===== src/rtl/key_display_ctrl_pkg.sv =====
// Shared types and constants for the PS/2 key display controller.
// Handshake state encoding, PS/2 prefix bytes, digit slots, BCD helper.
package key_display_ctrl_pkg;

    typedef enum logic [1:0] {
        IDLE = 2'd0,
        POP  = 2'd1,
        GAP  = 2'd2
    } state_t;

    localparam logic [7:0] PS2_BREAK = 8'hF0;
    localparam logic [7:0] PS2_EXT   = 8'hE0;

    localparam int DIG_CODE_LO = 0;
    localparam int DIG_CODE_HI = 1;
    localparam int DIG_ASC_LO  = 2;
    localparam int DIG_ASC_HI  = 3;
    localparam int DIG_ONES    = 4;
    localparam int DIG_TENS    = 5;

    // Two-digit BCD increment, 99 rolls over to 00.
    function automatic logic [7:0] bcd_inc(input logic [7:0] v);
        logic [7:0] r;
        if (v[3:0] == 4'd9) begin
            if (v[7:4] == 4'd9) r = 8'h00;
            else r = {v[7:4] + 4'd1, 4'h0};
        end else begin
            r = {v[7:4], v[3:0] + 4'd1};
        end
        return r;
    endfunction

endpackage


===== src/rtl/key_display_ctrl_ascii.sv =====
// Set-2 scan code to lowercase ASCII lookup.
// Letters, digits, space and enter; everything else maps to 0.
module scancode_to_ascii (
    input  logic [7:0] code,
    output logic [7:0] ascii
);

    // Pure ROM: one entry per supported key.
    always_comb begin
        ascii = 8'h00;
        case (code)
            8'h1C: ascii = 8'h61; // a
            8'h32: ascii = 8'h62;
            8'h21: ascii = 8'h63;
            8'h23: ascii = 8'h64;
            8'h24: ascii = 8'h65;
            8'h2B: ascii = 8'h66;
            8'h34: ascii = 8'h67;
            8'h33: ascii = 8'h68;
            8'h43: ascii = 8'h69;
            8'h3B: ascii = 8'h6A;
            8'h42: ascii = 8'h6B;
            8'h4B: ascii = 8'h6C;
            8'h3A: ascii = 8'h6D;
            8'h31: ascii = 8'h6E;
            8'h44: ascii = 8'h6F;
            8'h4D: ascii = 8'h70;
            8'h15: ascii = 8'h71;
            8'h2D: ascii = 8'h72;
            8'h1B: ascii = 8'h73;
            8'h2C: ascii = 8'h74;
            8'h3C: ascii = 8'h75;
            8'h2A: ascii = 8'h76;
            8'h1D: ascii = 8'h77;
            8'h22: ascii = 8'h78;
            8'h35: ascii = 8'h79;
            8'h1A: ascii = 8'h7A; // z
            8'h45: ascii = 8'h30; // 0
            8'h16: ascii = 8'h31;
            8'h1E: ascii = 8'h32;
            8'h26: ascii = 8'h33;
            8'h25: ascii = 8'h34;
            8'h2E: ascii = 8'h35;
            8'h36: ascii = 8'h36;
            8'h3D: ascii = 8'h37;
            8'h3E: ascii = 8'h38;
            8'h46: ascii = 8'h39; // 9
            8'h29: ascii = 8'h20; // space
            8'h5A: ascii = 8'h0D; // enter
            default: ascii = 8'h00;
        endcase
    end

endmodule


===== src/rtl/key_display_ctrl.sv =====
// PS/2 byte consumer: make/break/E0 decode, held key and press count.
// Drives six hex digit nibbles and enables for the 7-segment decoders.
module key_display_ctrl
    import key_display_ctrl_pkg::*;
#(
    parameter int REPEAT_COUNT = 0
) (
    input  logic        clk,
    input  logic        clrn,
    input  logic        ps2_ready,
    input  logic [7:0]  ps2_data,
    input  logic        ps2_overflow,
    output logic        nextdata_n,
    output logic [23:0] hex_data,
    output logic [5:0]  hex_en,
    output logic        key_down,
    output logic        overflow_led
);

    state_t     state;
    logic [7:0] cur_code;
    logic       cur_ext;
    logic       break_pending;
    logic       ext_pending;
    logic [7:0] count;
    logic [7:0] ascii;
    logic [7:0] ascii_eff;

    scancode_to_ascii u_ascii (
        .code  (cur_code),
        .ascii (ascii)
    );

    // Handshake FSM; a byte is decoded on the edge that leaves IDLE.
    always_ff @(posedge clk) begin
        if (!clrn) begin
            state         <= IDLE;
            nextdata_n    <= 1'b1;
            cur_code      <= 8'h00;
            cur_ext       <= 1'b0;
            key_down      <= 1'b0;
            break_pending <= 1'b0;
            ext_pending   <= 1'b0;
            count         <= 8'h00;
            overflow_led  <= 1'b0;
        end else begin
            if (ps2_overflow) overflow_led <= 1'b1;
            unique case (state)
                IDLE: begin
                    nextdata_n <= 1'b1;
                    if (ps2_ready) begin
                        state      <= POP;
                        nextdata_n <= 1'b0;
                        if (ps2_data == PS2_EXT) begin
                            ext_pending <= 1'b1;
                        end else if (ps2_data == PS2_BREAK) begin
                            break_pending <= 1'b1;
                        end else if (!break_pending) begin
                            if (!key_down || ps2_data != cur_code) begin
                                cur_code <= ps2_data;
                                cur_ext  <= ext_pending;
                                key_down <= 1'b1;
                                count    <= bcd_inc(count);
                            end else if (REPEAT_COUNT != 0) begin
                                count <= bcd_inc(count);
                            end
                            ext_pending <= 1'b0;
                        end else begin
                            if (ps2_data == cur_code) key_down <= 1'b0;
                            break_pending <= 1'b0;
                            ext_pending   <= 1'b0;
                        end
                    end
                end
                POP: begin
                    state      <= GAP;
                    nextdata_n <= 1'b1;
                end
                GAP: begin
                    state      <= IDLE;
                    nextdata_n <= 1'b1;
                end
                default: begin
                    state      <= IDLE;
                    nextdata_n <= 1'b1;
                end
            endcase
        end
    end

    assign ascii_eff = cur_ext ? 8'h00 : ascii;

    // Digit nibbles and enables; blanked digits carry nibble 0.
    always_comb begin
        hex_en   = 6'b000000;
        hex_data = 24'h000000;
        hex_en[DIG_CODE_LO] = key_down;
        hex_en[DIG_CODE_HI] = key_down;
        hex_en[DIG_ASC_LO]  = key_down && (ascii_eff != 8'h00);
        hex_en[DIG_ASC_HI]  = key_down && (ascii_eff != 8'h00);
        hex_en[DIG_ONES]    = 1'b1;
        hex_en[DIG_TENS]    = (count[7:4] != 4'h0);
        if (hex_en[DIG_CODE_LO]) hex_data[3:0]   = cur_code[3:0];
        if (hex_en[DIG_CODE_HI]) hex_data[7:4]   = cur_code[7:4];
        if (hex_en[DIG_ASC_LO])  hex_data[11:8]  = ascii_eff[3:0];
        if (hex_en[DIG_ASC_HI])  hex_data[15:12] = ascii_eff[7:4];
        hex_data[19:16] = count[3:0];
        if (hex_en[DIG_TENS])    hex_data[23:20] = count[7:4];
    end

endmodule


===== config.mk =====
export PLATFORM = sky130hd
export DESIGN_NAME = key_display_ctrl
export DESIGN_NICKNAME = d
export VERILOG_FILES = /design/src/rtl/key_display_ctrl_pkg.sv /design/src/rtl/key_display_ctrl_ascii.sv /design/src/rtl/key_display_ctrl.sv
export SDC_FILE = /design/constraint.sdc
export NUM_CORES = 1
export LEC_CHECK = 0
export ABC_AREA = 0
export CAP_MARGIN = 20
export CORE_MARGIN = 1.5
export CORE_UTILIZATION = 45
export CTS_BUF_LIST = sky130_fd_sc_hd__clkbuf_16
export CTS_CLUSTER_DIAMETER = 60
export DETAILED_ROUTE_END_ITERATION = 10
export GPL_TIMING_DRIVEN = 0
export PLACE_DENSITY = 0.69
export SLEW_MARGIN = 30
export SYNTH_ARGS = -nofsm -noshare
export SYNTH_HDL_FRONTEND = slang
export SYNTH_SLANG_ARGS = --single-unit

===== constraint.sdc =====
create_clock -name clk -period 7.85 [get_ports clk]
set_clock_uncertainty 0.15 [all_clocks]
set_input_delay 1.57 -clock clk [delete_from_list [all_inputs] [get_ports clk]]
set_output_delay 1.57 -clock clk [all_outputs]
set_load 0.02 [all_outputs]

==> impl_metrics.toml <==
[synthesis]
yosysWarnings = 0
synth_seq_cells = 31
synthesis.instances = 341
synth_edf_count = 0
syn_nets = 359
ys_seq_area_share_pct = 22.9
synth.avg_cell_area_um2 = 7.95
synth-async-reset-ratio_pct = 0
synth_cell_types = 76
syn_area_mm2 = 0.00271
ys.flop_type = "dfxtp_1"

[worst_setup_path]
path_cells = "clkdlybuf4s50_1, and4bb_2, a211oi_4, buf_6, nand3_1, o211ai_2, inv_1, ha_1, nor2_1, o32a_1, mux2i_1, a211o_1"
rr_worst_depth = 11
critPathSlowestCell = "clkdlybuf4s50_1"
end_kind = "flip-flop"
timing.rr.start = "state[1]"
worstPathArrival_ps = 5050
crit_fanout = 10
worst_path_largest_cell_delay_ps = 540
r2r_slack_ps = 4280
cp.required_ps = 7860
worstSetupPathType = "input pin to flip-flop"
critPathLaunchType = "input pin"

[placed_design]
hpwl_um = 5690
placed_area_mm2 = 0.00319
port_buffers = 39
place_congestion = 0.941

[sta]
hold_viol = 0
max_freq_mhz = 198
fin_crit_sh_pct = 64.2
period_needed_ps = 5040
rsz0062_at_grt = "false"
tns_ps = 0
setup_viol = 0
slew_violations = 0
worst_pin_slew_ps = 625
max_slew_margin_pct = 58.3

[floorplanning]
pin_count = 45
core_area_mm2 = 0.00585
die_h_um = 80.6
dieArea_mm2 = 0.00650
die_w_um = 80.6
fp-row-count = 28
initial_utilization_pct = 46.3

[drt]
drt_drc_violations_left = 0
routed_wl_um = 7530
avgRoutedWirePerCell_um = 16.3
ant_nets = 0
drt_iter0_markers = 227
via_per_inst = 5.86
num_vias = 2715
firstDrtPassIters = 4

[clocking]
clk_pin_slew_ps = 50
cts.sinks = 31
post_cts_buffers = 0
htree_levels = 2
numCtsBuffers = 5
cts_resized = 0
cts_tree = "done"
cts_buffer_depth = 2
clock_latency_ps = 280
cts_root_buf = "clkbuf_16"
hold_buffers = 0

[power]
p_leak_nw = 1.30
pwr_density_cell_mw_per_mm2 = 178
vdd_ir_drop_max_mv = 0.114

[layout]
area_growth_pct = 23.9
nNetsFinal = 405
diodes = 0
mostFrequentLayoutCells = "clkdlybuf4s50_1 (39), nand2_1 (34), dfxtp_1 (31)"
drive_above_1_share_pct = 15.5
final_common_cell = "clkdlybuf4s50_1"
fin_area_mm2 = 0.00336

[worst_hold_path]
hold_start = "state[1]"
hold_depth = 1
min_path_type = "flip-flop to flip-flop"
hold_end = "state[1]"

[grt]
grt_overflow = 0
grt_pass1_wl_um = 12200
grt_pass1_vias = 2506
grt_max_degree = 11
grt_usage_pct = 24.7
antenna_found_initial = 0

[status]
outcome = "completed"

[flow_run]
maxCapViolCount = 0
-- cells in the mapped netlist, types with 4 or more instances --
library cell  count  share of area [%]
nand2_1          34                4.7
dfxtp_1          31                 23
nor2_1           24                3.3
and2_1           15                3.5
buf_4            15                4.2
a21oi_1          13                2.4
mux2i_1          13                4.8
nand3_1          12                2.2
o21ai_0          12                2.2
xnor2_1          10                3.2
inv_1             9                1.2
buf_2             8                1.5
clkbuf_1          8                1.1
a211oi_1          7                1.9
ha_1              6                2.8
nor3b_1           6                1.7
o22ai_1           6                1.4
or3_1             6                1.4
nand2b_1          5                1.2
nand4_1           5                1.2
nor3_1            5               0.92
a31oi_1           4               0.92
and4_1            4                1.3
nand3b_1          4                1.1
o211ai_1          4                1.1
-- cell type report --
type	count	area, um2
plain buffers	35	220
clock buffers	5	125
clock inverters	3	38.8
fillers	526	2490
inverters	14	60.1
multi-input cells	261	1810
flip-flops and latches	31	621
well taps	75	93.8
repair buffers	39	390
-- power by group --
| group | switching (mW) | internal (mW) | total [mW] |
|---|---|---|---|
| combinational | 0.121 | 0.0831 | 0.204 |
| sequential | 0.00890 | 0.170 | 0.178 |
| clock | 0.0674 | 0.148 | 0.215 |
-- stage by stage --
stage | power (mW) | hold slack [ps] | std cells | worst slack [ps] | utilization (%)
2_1_floorplan | 0.324 | 263 | 341 | 3570 | -
3_3_place_gp | 0.382 | 272 | 455 | 2540 | 54.6
3_5_place_dp | 0.382 | 288 | 455 | 2550 | 54.6
4_1_cts | 0.599 | 297 | 463 | 2830 | 57.4
5_1_grt | 0.627 | 324 | 463 | 2640 | 57.4
6_report | 0.597 | 297 | 463 | 2810 | 57.4
-- worst max-delay path by stage --
stage                startpoint         to  slack, ps  cells after the start
finish              ps2_data[5]  flip-flop       2810                     12
CTS                 ps2_data[5]  flip-flop       2830                     12
detailed placement  ps2_data[5]  flip-flop       2550                     12
global route        ps2_data[5]  flip-flop       2640                     12
global placement    ps2_data[5]  flip-flop       2540                     12
floorplan             ps2_ready  flip-flop       3570                     11
-- cell families (layout without fill, tap and decap cells) --
group	after synthesis	in the layout	synth area share, %
other	2	2	0.277
AND/OR/NAND/NOR	144	144	30.9
AO/OA/AOI/OAI	81	81	22.9
flip-flops	31	31	22.9
multiplexers	16	16	6.05
adder cells (fa/ha/maj)	6	6	2.77
buffers and inverters	49	96	10.3
XOR/XNOR	12	12	3.88
-- critical path: cells and delay by family --
kind / cells / cell delay, ps
compound gates: 4 / 1270
fa+ha+maj: 1 / 390
buf+inv: 3 / 990
mux: 1 / 90
simple gates: 3 / 740
-- layer usage --
layer | part of all wire (%) | GRT usage (%)
met5 | 0 | 0
met4 | 3.3 | 12.8
met3 | 4.9 | 3.41
met2 | 50 | 42.2
met1 | 42 | 29.8
No activity file was read; power rests on OpenSTA's default activity.
